==> src/rtl/ps2_host_tx_pkg.sv <==
// ps2_host_tx_pkg
//   Shared definitions for the PS/2 host-to-device transmit path:
//   FSM state encoding, frame/bit-count constants, well-known command and
//   response bytes, error codes and the odd-parity / frame-build helpers.
package ps2_host_tx_pkg;

  // Frame geometry: 8 data bits, then parity, then stop; ack on the 11th edge.
  localparam int DATA_BITS  = 8;
  localparam int FRAME_BITS = DATA_BITS + 2;
  localparam int ACK_EDGE   = 11;

  // Common keyboard command / response bytes.
  localparam logic [7:0] PS2_BREAK   = 8'hF0;
  localparam logic [7:0] PS2_ACK     = 8'hFA;
  localparam logic [7:0] PS2_RESEND  = 8'hFE;
  localparam logic [7:0] PS2_SET_LED = 8'hED;

  typedef enum logic [2:0] {
    ST_IDLE      = 3'd0,
    ST_INHIBIT   = 3'd1,
    ST_REQ       = 3'd2,
    ST_SHIFT     = 3'd3,
    ST_WAIT_IDLE = 3'd4,
    ST_FINISH    = 3'd5
  } tx_state_e;

  typedef enum logic [1:0] {
    ERR_OK      = 2'b00,
    ERR_NACK    = 2'b01,
    ERR_TIMEOUT = 2'b10
  } tx_err_e;

  // Odd parity: total number of ones over data+parity is odd.
  function automatic logic odd_parity(input logic [DATA_BITS-1:0] b);
    return ~^b;
  endfunction

  // Bits shifted out after the start bit, LSB first: data, parity, stop(1).
  function automatic logic [FRAME_BITS-1:0] build_frame(input logic [DATA_BITS-1:0] b);
    return {1'b1, odd_parity(b), b};
  endfunction

endpackage

==> src/rtl/ps2_host_tx_sync_negedge.sv <==
// ps2_sync_negedge
//   Multi-stage synchronizer for one raw PS/2 line plus an optional
//   registered falling-edge pulse. Flops preset to 1 on reset because an
//   idle PS/2 line floats high.
// Ports:
//   clk   - system clock
//   arst  - asynchronous active-high reset
//   din   - raw asynchronous line
//   level - synchronized line level (STAGES cycles of latency)
//   fell  - one-cycle pulse, STAGES+1 cycles after the pad falls (0 when EDGE_EN=0)
module ps2_sync_negedge #(
  parameter int STAGES  = 2,  // must be >= 2
  parameter bit EDGE_EN = 1'b1
) (
  input  logic clk,
  input  logic arst,
  input  logic din,
  output logic level,
  output logic fell
);

  logic [STAGES-1:0] sync_r;
  logic              prev_r;
  logic              fell_r;

  // Synchronizer chain, previous-level register and registered edge pulse.
  always_ff @(posedge clk or posedge arst) begin
    if (arst) begin
      sync_r <= '1;
      prev_r <= 1'b1;
      fell_r <= 1'b0;
    end else begin
      sync_r <= {sync_r[STAGES-2:0], din};
      prev_r <= sync_r[STAGES-1];
      fell_r <= prev_r & ~sync_r[STAGES-1];
    end
  end

  assign level = sync_r[STAGES-1];
  assign fell  = EDGE_EN ? fell_r : 1'b0;

endmodule

==> src/rtl/ps2_host_tx.sv <==
// ps2_host_tx
//   PS/2 host-to-device transmitter. Inhibits the clock, issues the start
//   bit, shifts data/parity/stop on device-generated falling edges, checks
//   the device ack bit and waits for the bus to go idle. Lines are driven
//   as open-drain enables (1 = pull low).
// Ports:
//   clk           - system clock
//   i_arst        - asynchronous active-high reset
//   i_tx_en       - start strobe, accepted when o_busy=0
//   i_tx_byte     - byte to send, sampled on accept
//   i_ps2_clk     - raw PS/2 clock line
//   i_ps2_data    - raw PS/2 data line
//   o_ps2_clk_oe  - 1 pulls PS/2 clock low
//   o_ps2_data_oe - 1 pulls PS/2 data low
//   o_busy        - transaction in progress
//   o_done        - one-cycle pulse at the end of every transaction
//   o_err         - 00 ok, 01 nack, 10 timeout; valid with o_done, held until next accept
module ps2_host_tx
  import ps2_host_tx_pkg::*;
#(
  parameter int INHIBIT_CYCLES = 5000,
  parameter int TIMEOUT_CYCLES = 750000,
  parameter int SYNC_STAGES    = 2
) (
  input  logic       clk,
  input  logic       i_arst,
  input  logic       i_tx_en,
  input  logic [7:0] i_tx_byte,
  input  logic       i_ps2_clk,
  input  logic       i_ps2_data,
  output logic       o_ps2_clk_oe,
  output logic       o_ps2_data_oe,
  output logic       o_busy,
  output logic       o_done,
  output logic [1:0] o_err
);

  localparam int INH_W = $clog2(INHIBIT_CYCLES + 1);
  localparam int TO_W  = $clog2(TIMEOUT_CYCLES + 1);

  localparam logic [INH_W-1:0] INH_LAST = INH_W'(INHIBIT_CYCLES - 1);
  // Cycle before the last inhibit cycle; the start bit is registered here
  // so it is already on the line during the last inhibit cycle.
  localparam logic [INH_W-1:0] INH_PRE  = INH_W'(INHIBIT_CYCLES - 2);
  localparam logic             START_AT_ACCEPT = (INHIBIT_CYCLES == 1);
  localparam logic [TO_W-1:0]  TO_LAST  = TO_W'(TIMEOUT_CYCLES - 1);
  localparam logic [3:0]       ACK_PREV = 4'(ACK_EDGE - 1);

  tx_state_e             state_r;
  logic [INH_W-1:0]      inh_cnt_r;
  logic [TO_W-1:0]       to_cnt_r;
  logic [3:0]            edge_cnt_r;
  logic [FRAME_BITS-1:0] shift_r;
  logic                  clk_oe_r;
  logic                  data_oe_r;
  logic                  busy_r;
  logic                  done_r;
  logic [1:0]            err_r;

  logic clk_lvl_s;
  logic clk_fe_s;
  logic data_lvl_s;
  logic data_fe_unused_s;
  logic timeout_s;

  ps2_sync_negedge #(
    .STAGES  (SYNC_STAGES),
    .EDGE_EN (1'b1)
  ) u_sync_clk (
    .clk   (clk),
    .arst  (i_arst),
    .din   (i_ps2_clk),
    .level (clk_lvl_s),
    .fell  (clk_fe_s)
  );

  ps2_sync_negedge #(
    .STAGES  (SYNC_STAGES),
    .EDGE_EN (1'b0)
  ) u_sync_data (
    .clk   (clk),
    .arst  (i_arst),
    .din   (i_ps2_data),
    .level (data_lvl_s),
    .fell  (data_fe_unused_s)
  );

  assign timeout_s = (to_cnt_r == TO_LAST);

  // Transaction FSM with all outputs registered.
  always_ff @(posedge clk or posedge i_arst) begin
    if (i_arst) begin
      state_r    <= ST_IDLE;
      inh_cnt_r  <= '0;
      to_cnt_r   <= '0;
      edge_cnt_r <= 4'd0;
      shift_r    <= '0;
      clk_oe_r   <= 1'b0;
      data_oe_r  <= 1'b0;
      busy_r     <= 1'b0;
      done_r     <= 1'b0;
      err_r      <= ERR_OK;
    end else begin
      done_r <= 1'b0;
      case (state_r)
        // FINISH already shows o_busy=0, so a start strobe there is accepted too.
        ST_IDLE, ST_FINISH: begin
          if (i_tx_en) begin
            shift_r   <= build_frame(i_tx_byte);
            err_r     <= ERR_OK;
            busy_r    <= 1'b1;
            clk_oe_r  <= 1'b1;
            data_oe_r <= START_AT_ACCEPT;
            inh_cnt_r <= '0;
            state_r   <= ST_INHIBIT;
          end else begin
            state_r <= ST_IDLE;
          end
        end

        ST_INHIBIT: begin
          if (inh_cnt_r == INH_LAST) begin
            clk_oe_r   <= 1'b0;
            to_cnt_r   <= '0;
            edge_cnt_r <= 4'd0;
            state_r    <= ST_REQ;
          end else begin
            inh_cnt_r <= inh_cnt_r + INH_W'(1);
            if (inh_cnt_r == INH_PRE) begin
              data_oe_r <= 1'b1;
            end
          end
        end

        // REQ and SHIFT share edge handling; REQ only differs in that no
        // edge has been seen yet.
        ST_REQ, ST_SHIFT: begin
          if (timeout_s) begin
            clk_oe_r  <= 1'b0;
            data_oe_r <= 1'b0;
            busy_r    <= 1'b0;
            done_r    <= 1'b1;
            err_r     <= ERR_TIMEOUT;
            state_r   <= ST_FINISH;
          end else begin
            to_cnt_r <= to_cnt_r + TO_W'(1);
            if (clk_fe_s) begin
              edge_cnt_r <= edge_cnt_r + 4'd1;
              if (edge_cnt_r == ACK_PREV) begin
                // Device pulls data low on the ack edge.
                if (data_lvl_s == 1'b0) begin
                  state_r <= ST_WAIT_IDLE;
                end else begin
                  clk_oe_r  <= 1'b0;
                  data_oe_r <= 1'b0;
                  busy_r    <= 1'b0;
                  done_r    <= 1'b1;
                  err_r     <= ERR_NACK;
                  state_r   <= ST_FINISH;
                end
              end else begin
                data_oe_r <= ~shift_r[0];
                shift_r   <= {1'b1, shift_r[FRAME_BITS-1:1]};
                state_r   <= ST_SHIFT;
              end
            end
          end
        end

        ST_WAIT_IDLE: begin
          if (timeout_s) begin
            clk_oe_r  <= 1'b0;
            data_oe_r <= 1'b0;
            busy_r    <= 1'b0;
            done_r    <= 1'b1;
            err_r     <= ERR_TIMEOUT;
            state_r   <= ST_FINISH;
          end else if (clk_lvl_s && data_lvl_s) begin
            clk_oe_r  <= 1'b0;
            data_oe_r <= 1'b0;
            busy_r    <= 1'b0;
            done_r    <= 1'b1;
            err_r     <= ERR_OK;
            state_r   <= ST_FINISH;
          end else begin
            to_cnt_r <= to_cnt_r + TO_W'(1);
          end
        end

        default: begin
          clk_oe_r  <= 1'b0;
          data_oe_r <= 1'b0;
          busy_r    <= 1'b0;
          state_r   <= ST_IDLE;
        end
      endcase
    end
  end

  assign o_ps2_clk_oe  = clk_oe_r;
  assign o_ps2_data_oe = data_oe_r;
  assign o_busy        = busy_r;
  assign o_done        = done_r;
  assign o_err         = err_r;

endmodule
==> config.mk <==
export PLATFORM = sky130hd
export DESIGN_NAME = ps2_host_tx
export DESIGN_NICKNAME = d
export VERILOG_FILES = /design/src/rtl/ps2_host_tx_pkg.sv /design/src/rtl/ps2_host_tx_sync_negedge.sv /design/src/rtl/ps2_host_tx.sv
export SDC_FILE = /design/constraint.sdc
export NUM_CORES = 1
export LEC_CHECK = 0
export ABC_CLOCK_PERIOD_IN_PS = 7300
export BUFFER_PORTS_ARGS = -buffer_cell sky130_fd_sc_hd__buf_4
export CAP_MARGIN = 20
export CORE_ASPECT_RATIO = 0.8
export CORE_MARGIN = 2
export CORE_UTILIZATION = 55
export DETAILED_ROUTE_END_ITERATION = 8
export PLACE_DENSITY = 0.81
export SETUP_SLACK_MARGIN = 0.4
export SKIP_CTS_REPAIR_TIMING = 1
export SYNTH_ARGS = -nofsm -noshare
export SYNTH_HDL_FRONTEND = slang
export SYNTH_SLANG_ARGS = --single-unit
==> constraint.sdc <==
create_clock -name clk -period 7.3 [get_ports clk]
set_input_delay 1.095 -clock clk [delete_from_list [all_inputs] [get_ports clk]]
set_output_delay 1.095 -clock clk [all_outputs]
set_load 0.05 [all_outputs]
# After elaboration in Yosys (flattened, before gate mapping)
# Cells that the tools add are included.
dict set report word_totals {
  output_inout_bits 6
  elab_cells 121
  rom_bits 0
  mem_count 0
  inputBits 13
  latch_bits 0
  ram_bits 0
  ff_bits 62
}
dict set report classes {
  n_mul 0
  n_shift 0
  n_addsub 3
  n_div 0
  bitwise_logic 4
  mux 58
  n_lt_le_gt_ge 0
  reduce_logical 19
  n_eq_ne 23
}
# op n
set op_table {}
lappend op_table {{20-bit 2-to-1 mux} 4}
lappend op_table {{20-bit case mux with 3 select lines} 1}
lappend op_table {{10-bit 2-to-1 mux} 4}
lappend op_table {{13-bit == test (second input constant)} 2}
lappend op_table {{13-bit 2-to-1 mux} 2}
lappend op_table {{13-bit case mux with 2 select lines} 1}
lappend op_table {{6-bit AND reduction} 4}
lappend op_table {{1-bit 2-to-1 mux} 22}
lappend op_table {{20-bit by 1-bit adder with 20-bit output (second input constant)} 1}
lappend op_table {{20-bit == test (second input constant)} 1}
lappend op_table {{10-bit case mux with 2 select lines} 1}
lappend op_table {{3-bit 2-to-1 mux} 6}
lappend op_table {{2-bit != test (second input constant)} 8}
lappend op_table {{2-bit 2-to-1 mux} 7}
lappend op_table {{13-bit by 1-bit adder with 13-bit output (second input constant)} 1}
lappend op_table {{4-bit 2-to-1 mux} 3}
lappend op_table {{1-bit case mux with 4 select lines} 3}
lappend op_table {{3-bit case mux with 4 select lines} 1}
lappend op_table {{5-bit AND reduction} 2}
lappend op_table {{4-bit case mux with 2 select lines} 1}
lappend op_table {{8-bit XNOR reduction} 1}
lappend op_table {{3-bit by 2-bit == test with 1-bit output (second input constant)} 2}
lappend op_table {{3-bit == test (second input constant)} 2}
lappend op_table {{3-bit by 2-bit != test with 1-bit output (second input constant)} 2}
lappend op_table {{other kinds (17)} 25}

# Logic depth before layout (Yosys ltp)
# Gate-level depths: netlist of the first run.
dict set report depth {
  depth_word 5
  depth_mapped 9
  mapped_depth_nobuf 8
}

# Modules after synthesis
# A second synthesis of the first run with hierarchy kept.
dict set report hier_totals {
  cells_unflattened 366
  hier_area_um2 3508.4
}
# mod area_per_inst_um2 instances cells_each seq_area_each_um2
set by_module_without_submodules {}
lappend by_module_without_submodules {ps2_host_tx 3319.4 1 355 1401.3}
lappend by_module_without_submodules {{ps2_sync_negedge at u_sync_clk} 121.4 1 6 103.8}
lappend by_module_without_submodules {{ps2_sync_negedge at u_sync_data} 67.6 1 5 52.6}

# Worst setup path after synthesis of the first run
# No wires, ideal clock.
dict set report synth_timing {
  kind {register to register}
  startpoint {register inh_cnt_r[5]}
  endpoint {register to_cnt_r[17]}
  required_time_ns 7.222
  path_stages_with_launch 8
  path_buffers 1
  arrival_time_ns 2.387
  path_slack_ns 4.835
  period_less_slack_ns 2.465
  setup_time_ns 0.078
  path_cell_list {dfrtp_1 or4b_1 or4_4 nand2_4 o21ai_2 buf_6 or4_1 a21oi_1}
}
dict set report synth_between {
  elab_chain_cells 3
}
# item line
set synth_lines {}
lappend synth_lines {{start: declaration} ps2_host_tx.sv:50} ;# logic [INH_W-1:0] inh_cnt_r;
lappend synth_lines {{start signal: assignment} ps2_host_tx.sv:128} ;# inh_cnt_r <= inh_cnt_r + INH_W'(1);
lappend synth_lines {{13-bit == test} ps2_host_tx.sv:122} ;# if (inh_cnt_r == INH_LAST) begin
lappend synth_lines {{2-bit != test (no line)} n/a}
lappend synth_lines {{5-bit AND reduction (no line)} n/a}
lappend synth_lines {{end signal: assignment} ps2_host_tx.sv:146} ;# to_cnt_r <= to_cnt_r + TO_W'(1);
lappend synth_lines {{end signal: assignment} ps2_host_tx.sv:186} ;# to_cnt_r <= to_cnt_r + TO_W'(1);
lappend synth_lines {{end: declaration} ps2_host_tx.sv:51} ;# logic [TO_W-1:0] to_cnt_r;
# Every way passes these cells.
# A chain may end at the register's enable or synchronous reset.

# Worst setup path in the final report of the first run
# Same ends and word-level chain as after synthesis.

==> results.json, run 1 <==
{
  "status": "finished, final reports clean",
  "synth_edf_count": 0,
  "drc": 0,
  "dpl-instance-area_mm2": 0.00347,
  "drt-met1-wl_um": 3150,
  "fin_crit_sh_pct": 38.0,
  "ys.flop_type": "dfrtp_1",
  "worstSkewPairLatency_ps": 340,
  "initial_core_util_pct": 56.2,
  "syn_area_per_cell_um2": 9.20,
  "fmax_ghz": 0.360,
  "rsz0062_at_grt": "no",
  "die_h_um": 72.9,
  "ios": 19,
  "skew_ps": 9.63,
  "critPathKind": "register to register",
  "dp_hpwl_um": 4630,
  "overflow": 0,
  "drt_iter0_drc": 201,
  "tightest_slew_ps": 1000,
  "netlist_instances": 355,
  "worstPathRequired_ps": 7560,
  "yosys_register_bits": 62,
  "cts_sinks": 62,
  "yosys_warnings": 0,
  "drt-wirelength-per-cell_um": 14.3,
  "coreArea_mm2": 0.00582,
  "cts_buffers": 9,
  "grt_pass1_vias": 2403,
  "top_layer": "met4",
  "met3_length_um": 337,
  "grt_pass1_wl_um": 11100,
  "muxShareOfSynthArea_pct": 1.30,
  "cts_root_buffer": "clkbuf_8",
  "slew_headroom_pct": 33.3,
  "arrival_ps": 3030,
  "num-nets-final": 391,
  "viasPerCell": 5.87,
  "synth_top_family_by_area": "simple AND/OR/NAND/NOR gates",
  "min_path_type": "register to register",
  "cts.clk_slew.worst_paths_ps": 60,
  "synth_fa_ha_area_share_pct": 1.91,
  "area_delta_synth_final_pct": 12.7,
  "period_needed_ps": 2780,
  "drv_cap": 0,
  "synth-async-reset-ratio_pct": 100,
  "pwr_density_cell_mw_per_mm2": 190,
  "cts_tree": "yes",
  "first_pass_iters": 4,
  "ant_nets": 0,
  "finalSetupViolations": 0,
  "yosys.area_share.simple_pct": 24.9,
  "worstSetupEndpointType": "register",
  "crit_path_start_kind": "register",
  "wl_um": 6560,
  "fp-row-count": 25,
  "grt_max_degree": 63,
  "grt_use_total_pct": 21.4,
  "h-tree-depth": 3,
  "port_buffers": 18,
  "vias": 2695,
  "gp_congestion": 0.862,
  "synth_xor_area_share_pct": 5.09,
  "tns_ps": 0,
  "synth_compound_area_share_pct": 16.1,
  "drive_gt1_share_pct": 12.4,
  "maxSlewViolCount": 0,
  "fin_area_mm2": 0.00368,
  "netlist_area_mm2": 0.00327,
  "layout_common_cells": "dfrtp_1 (57), nand2_1 (43), nor2_1 (35), buf_4 (21), a21oi_1 (20)",
  "synth_cell_type_count": 53,
  "wl_met2_um": 2970,
  "ys_seq_area_share_pct": 47.7,
  "die-area_mm2": 0.00658,
  "antenna_found_initial": 0,
  "finalHoldViolCount": 0,
  "ir_drop_uv": 105,
  "layout_commonest_cell": "dfrtp_1",
  "clockBufferDepth": 2,
  "die_w_um": 90.2,
  "synth_nets": 373,
  "p_leak_nw": 1.59,
  "critPathMaxFanout": 29,
  "num_antenna_cells": 0
}
[layout make-up]
| class | count | area (um^2) |
|---|---|---|
| Clock buffer | 12 | 145 |
| Clock inverter | 4 | 70.1 |
| Fill cell | 491 | 2140 |
| Inverter | 10 | 37.5 |
| Multi-Input combinational cell | 269 | 1610 |
| Sequential cell | 62 | 1560 |
| Tap cell | 81 | 101 |
| Timing Repair Buffer | 21 | 158 |
[worst max-delay path: stages, from the launching register on]
cell,delay (ps)
dfrtp_1,420
or4b_1,550
or4_4,570
nand2_4,110
o21ai_2,270
or4_1,600
a21oi_1,170
[path summary, 6_finish.rpt]
| kind | endpoint | start | depth (start not counted) | slack [ps] |
|---|---|---|---|---|
| max | to_cnt_r[17] | inh_cnt_r[5] | 6 | 4520 |
| max in group asynchronous | to_cnt_r[18] | i_arst | 3 | 5830 |
| max reg2reg | to_cnt_r[17] | inh_cnt_r[5] | 6 | 4520 |
| min in group asynchronous | to_cnt_r[5] | i_arst | 3 | 960 |
| min reg2reg | u_sync_clk.sync_r[1] | u_sync_clk.sync_r[0] | 0 | 360 |
| min | u_sync_clk.sync_r[1] | u_sync_clk.sync_r[0] | 0 | 360 |
[cells by family after synthesis]
| group | Yosys count |
|---|---|
| and+or+nand+nor | 157 |
| adders and majority gates | 5 |
| muxes | 4 |
| AOI/OAI and AO/OA | 84 |
| DFF | 62 |
| xor gates and xnor gates | 19 |
| buffers and inverters | 24 |
[power breakdown]
part / internal (mW) / switching (mW) / total, mW
combinational: 0.0109 / 0.0144 / 0.0254
sequential: 0.347 / 0.00158 / 0.348
clock: 0.201 / 0.126 / 0.326
[flip-flops by register name (all words and copies together), names as in the netlist, 2 cells and up]
name and count:
edge_cnt_r 4, o_err 2, to_cnt_r 20, shift_r 10
u_sync_clk.sync_r 2, state_r 3, inh_cnt_r 13, u_sync_data.sync_r 2
[stage by stage]
stage	setup WS, ps	hold slack [ps]	std cells	power [mW]	utilization (%)
final	4520	358	459	0.700	63.3
after global routing	4450	360	459	0.726	63.3
after CTS	4530	359	459	0.706	63.3
after detailed placement	4570	350	443	0.380	59.6
after global placement	4640	346	443	0.380	59.6
after floorplan	4670	345	355	0.370	-
[per-layer routing]
metal,up-vias,GRT usage [%]
met5,-,0
met4,0,8.38
met3,13,6.20
met2,69,33.8
met1,1284,28.4
li1,1329,-
[cells in the mapped netlist (all sizes together) (4+ instances only)]
master,count,area (um^2)
dfrtp,57,1430
nand3,18,90.1
and4,4,35.0
nor2,35,131
nand2,44,173
inv,10,37.5
clkbuf,11,41.3
or4,7,56.3
a31oi,11,68.8
dfstp,5,131
xnor2,12,105
xor2,7,61.3
o31ai,10,75.1
and2,5,31.3
or3,4,25.0
a21oi,20,100
o21ai,25,129
nand4,10,62.6
and3,7,43.8
nand2b,4,25.0
nand3b,5,37.5
ha,5,62.6
Note: power is estimated with default switching activity, not from simulation.
==> run 2: changes to the inputs <==
ABC_CLOCK_PERIOD_IN_PS = 2400   (was 7300)
PLACE_DENSITY = 0.84   (was 0.81)
clock period = 2.4 ns   (was 7.3 ns; I/O delays follow)
==> results.json, run 2 (synthesized netlist as in run 1, its figures left out) <==
{
  "ios": 19,
  "path_buf_inv": 0,
  "viasPerCell": 6.14,
  "cpPeakStageDelay_ps": 540,
  "crit_start": "inh_cnt_r[10]",
  "crit_path_start_kind": "register",
  "fmax_ghz": 0.416,
  "ant_nets": 0,
  "fin_util_pct": 73.4,
  "h-tree-depth": 3,
  "seq_power_share_pct": 54.6,
  "die-area_mm2": 0.00658,
  "fp-row-count": 25,
  "grt_pass1_wl_um": 12400,
  "num-nets-final": 431,
  "cts.clk_slew.worst_paths_ps": 70,
  "drive_gt1_share_pct": 32.3,
  "initial_core_util_pct": 56.2,
  "clockBufferDepth": 2,
  "met3_length_um": 660,
  "slew_headroom_pct": 53.3,
  "drc": 0,
  "p_leak_nw": 1.85,
  "cp_slowest_cell": "or4b_4",
  "gp_congestion": 0.945,
  "antenna_found_initial": 0,
  "period_needed_ps": 2400,
  "p_int_mw": 1.49,
  "cts_root_buffer": "clkbuf_8",
  "critPathMaxFanout": 7,
  "drv_cap": 0,
  "fin_crit_sh_pct": 100,
  "finalHoldViolCount": 0,
  "grt_pass1_vias": 2648,
  "num_antenna_cells": 0,
  "path_cells": "or4b_4, or4_4, nand2_4, o21ai_4, or4_1, a21oi_2",
  "critPathKind": "register to register",
  "fin_ws_ps": -0.981,
  "min_path_type": "input pin to asynchronous set/reset pin",
  "top_layer": "met4",
  "coreArea_mm2": 0.00582,
  "worstSetupEndpointType": "register",
  "cts_sinks": 62,
  "holdWs_ps": 73.4,
  "fin_area_mm2": 0.00427,
  "wl_um": 8490,
  "status": "finished, violations left",
  "worst_path_dominant_cell_family": "simple AND/OR/NAND/NOR gates",
  "port_buffers": 18,
  "top_regs": "to_cnt_r (20), inh_cnt_r (13), shift_r (10)",
  "die_h_um": 72.9,
  "pwr_density_cell_mw_per_mm2": 454,
  "worstPathRequired_ps": 2680,
  "tightest_slew_ps": 700,
  "grt_use_total_pct": 23.9,
  "worstSkewPairLatency_ps": 350,
  "dpl-instance-area_mm2": 0.00364,
  "reg2reg_from": "inh_cnt_r[10]",
  "switching_share_pct": 23.1,
  "skew_ps": 13.8,
  "vias": 3062,
  "layout_commonest_cell": "dfrtp_1",
  "maxSlewViolCount": 0,
  "overflow": 0,
  "drt-wirelength-per-cell_um": 17.0,
  "die_w_um": 90.2,
  "area_delta_synth_final_pct": 30.8,
  "failed_checks": "negative setup slack",
  "pwr-share-clk_pct": 41.2,
  "cts_tree": "yes",
  "largest_register_ffs": 20,
  "dp_hpwl_um": 5080,
  "layout_common_cells": "dfrtp_1 (52), buf_4 (50), nand2_1 (39), nor2_1 (30), nand3_1 (17)",
  "p_sw_uw": 449,
  "drt_iter0_drc": 293,
  "finalSetupViolations": 1,
  "rsz0062_at_grt": "yes",
  "first_pass_iters": 5,
  "grt_max_degree": 37,
  "ir_drop_uv": 251,
  "cts_buffers": 9,
  "p_comb_share_pct": 4.2,
  "arrival_ps": 2680,
  "regMostFlops": "to_cnt_r",
  "wl_met2_um": 4000,
  "drt-met1-wl_um": 3670
}
## run 2: stage by stage
| step | std cells | setup slack, ps | TNS, ps | total power, mW |
|---|---|---|---|---|
| 5_1_grt | 499 | -14.4 | -14.5 | 2.00 |
| 3_5_place_dp | 462 | -18.1 | -60.6 | 1.16 |
| 3_3_place_gp | 462 | 25.5 | 0 | 1.16 |
| 4_1_cts | 478 | -66.3 | -187 | 1.95 |
| 2_1_floorplan | 355 | 21.8 | 0 | 1.13 |
| 6_report | 499 | -0.981 | -0.981 | 1.94 |
## run 2: final timing paths
| check | endpoint | slack, ps | cells after the start |
|---|---|---|---|
| min | o_busy | 70 | 2 |
| max in group asynchronous | edge_cnt_r[0] | 1730 | 3 |
| min in group clk | u_sync_clk.sync_r[0] | 120 | 1 |
| min reg2reg | u_sync_data.sync_r[1] | 360 | 0 |
| max | to_cnt_r[15] | -1 | 6 |
| max reg2reg | to_cnt_r[15] | -1 | 6 |
## run 2: power by group through the flow
stage               clock network, mW  logic (mW)  registers (mW)
finish                          0.800      0.0809            1.06
global route                    0.850      0.0928            1.06
CTS                             0.805      0.0829            1.06
detailed placement                  0      0.0825            1.08
global placement                    0      0.0802            1.08
floorplan                           0      0.0469            1.08
## run 2: worst reg2reg max path, delay by kind of cell (launching register included)
family,cells,cell delay [ps]
and+or+nand+nor,4,1710
DFF,1,380
AOI/OAI and AO/OA,2,250
## run 2: final cells by class
cell class	count	area (um^2)
clock buffers	14	153
clock inverters	2	10.0
fillers	391	1550
inverters	10	37.5
multi-input cells	270	1920
flip-flops and latches	62	1560
well taps	81	101
repair buffers	60	490
## run 2: layer usage
metal	track usage, %	up-vias
met2	37.1	174
met5	0	-
li1	-	1410
met1	33.2	1454
met3	5.58	24
met4	9.57	0
==> run 3: changes to the inputs <==
PLACE_DENSITY = not set   (was 0.84)
PLACE_DENSITY_LB_ADDON = 0.3   (was not set)
==> results.json, run 3 (synthesized netlist as in run 1, its figures left out) <==
{
  "status": "finished, violations left",
  "failed_checks": "negative setup slack",
  "drc": 0,
  "drt-wirelength-per-cell_um": 16.8,
  "num_antenna_cells": 0,
  "grt_max_degree": 37,
  "arrival_ps": 2780,
  "multiInputGateArea_mm2": 0.00183,
  "cts.clk_slew.worst_paths_ps": 70,
  "num-nets-final": 435,
  "ios": 19,
  "path_buf_inv": 1,
  "power_mw": 1.94,
  "cts_tree": "yes",
  "largest_register_ffs": 20,
  "drv_cap": 0,
  "cts_sinks": 62,
  "ant_nets": 0,
  "drt_iter0_drc": 325,
  "fp-row-count": 25,
  "grt_pass1_vias": 2605,
  "crit_path_start_kind": "register",
  "layout_commonest_cell": "dfrtp_1",
  "overflow": 0,
  "seq_area_mm2": 0.00156,
  "cts_buffers": 9,
  "pwr-share-clk_pct": 41.3,
  "h-tree-depth": 3,
  "finalHoldViolCount": 0,
  "vias": 3073,
  "pwr_density_cell_mw_per_mm2": 457,
  "clockBufferDepth": 2,
  "critPathKind": "register to register",
  "first_pass_iters": 6,
  "path_cells": "or4b_4, or4_4, nand2_4, o21ai_4, buf_12, or4_1, a21oi_1",
  "period_needed_ps": 2520,
  "min_path_type": "input pin to asynchronous set/reset pin",
  "finalSetupViolations": 12,
  "rsz0062_at_grt": "yes",
  "wl_um": 8440,
  "worstSkewPairLatency_ps": 340,
  "worst_path_dominant_cell_family": "simple AND/OR/NAND/NOR gates",
  "tns_ps": -696,
  "ff2ff_setup_slack_ps": -120,
  "layout_common_cells": "dfrtp_1 (57), buf_4 (56), nand2_1 (39), nor2_1 (33), nand3_1 (17)",
  "grt_use_total_pct": 24.4,
  "ir_drop_uv": 327,
  "initial_core_util_pct": 56.2,
  "slew_headroom_pct": 50.1,
  "top_regs": "to_cnt_r (20), inh_cnt_r (13), shift_r (10)",
  "skew_ps": 12.2,
  "cpPeakStageDelay_ps": 570,
  "switching_share_pct": 21.9,
  "grt_pass1_wl_um": 12700,
  "die-area_mm2": 0.00658,
  "cp_slowest_cell": "or4_4",
  "critPathMaxFanout": 12,
  "p_comb_share_pct": 4.1,
  "area_delta_synth_final_pct": 30.1,
  "gp_congestion": 0.853,
  "fmax_ghz": 0.397,
  "maxSlewViolCount": 0,
  "viasPerCell": 6.12,
  "regMostFlops": "to_cnt_r",
  "coreArea_mm2": 0.00582,
  "fin_ws_ps": -118,
  "p_int_mw": 1.52,
  "worstPathRequired_ps": 2660,
  "die_h_um": 72.9,
  "worstSetupEndpointType": "register",
  "dp_hpwl_um": 5300,
  "p_sw_uw": 426,
  "antenna_found_initial": 0,
  "nFillCells": 410,
  "tightest_slew_ps": 749,
  "die_w_um": 90.2,
  "seq_power_share_pct": 54.6,
  "p_leak_nw": 1.85,
  "port_buffers": 18,
  "cts_root_buffer": "clkbuf_8",
  "fin_crit_sh_pct": 105,
  "drive_gt1_share_pct": 28.7
}
==> run 3: area by class of cell <==
class / instances / share of cell area [%]
Clock inverter: 1 / 0.118
Multi-Input combinational cell: 269 / 43.0
Inverter: 10 / 0.883
Clock buffer: 14 / 3.83
Tap cell: 81 / 2.39
Sequential cell: 62 / 36.7
Timing Repair Buffer: 65 / 13.1
==> run 3: path summary, 6_finish.rpt <==
check | from | to | depth (start not counted)
max in group asynchronous | i_arst | shift_r[2] | 3
min in group clk | i_ps2_data | u_sync_data.sync_r[0] | 1
worst max-delay path | inh_cnt_r[10] | to_cnt_r[15] | 7
worst min-delay path | i_arst | o_busy | 2
worst min register to register | u_sync_data.sync_r[0] | u_sync_data.sync_r[1] | 0
worst max register to register | inh_cnt_r[10] | to_cnt_r[15] | 7
==> run 3: metrics by stage <==
| step | cells | hold slack (ps) | utilization [%] | instance area, um^2 | worst slack (ps) |
|---|---|---|---|---|---|
| 4_1_cts | 487 | 91.7 | 66.9 | 3890 | -83.1 |
| 3_3_place_gp | 472 | 345 | 64.0 | 3720 | -36.4 |
| 3_5_place_dp | 472 | 349 | 64.0 | 3720 | -65.0 |
| 6_report | 502 | 82.1 | 73.0 | 4250 | -118 |
| 5_1_grt | 502 | 117 | 73.0 | 4250 | -166 |
| 2_1_floorplan | 355 | 345 | - | 3290 | 21.8 |
==> run 3: power by group through the flow <==
stage          combinational, mW  clock (mW)  sequential, mW
3_3_place_gp              0.0808           0            1.08
3_5_place_dp              0.0818           0            1.08
2_1_floorplan             0.0469           0            1.08
4_1_cts                   0.0821       0.816            1.06
5_1_grt                   0.0908       0.861            1.06
6_report                  0.0805       0.801            1.06
==> run 3: layer usage <==
metal  vias to the layer above  share of wire [%]  GRT usage, %
li1                       1416                  -             -
met1                      1469                 44          35.9
met2                       159                 46          35.3
met3                        29                8.5          5.17
met4                         0                2.0          10.3
met5                         -                  0             0
==> run 3: worst reg2reg max path: stages (launching register included) <==
cell and delay (ps):
dfrtp_1 390, or4b_4 550, or4_4 570, nand2_4 110, o21ai_4 80, buf_12 160
or4_1 460, a21oi_1 130
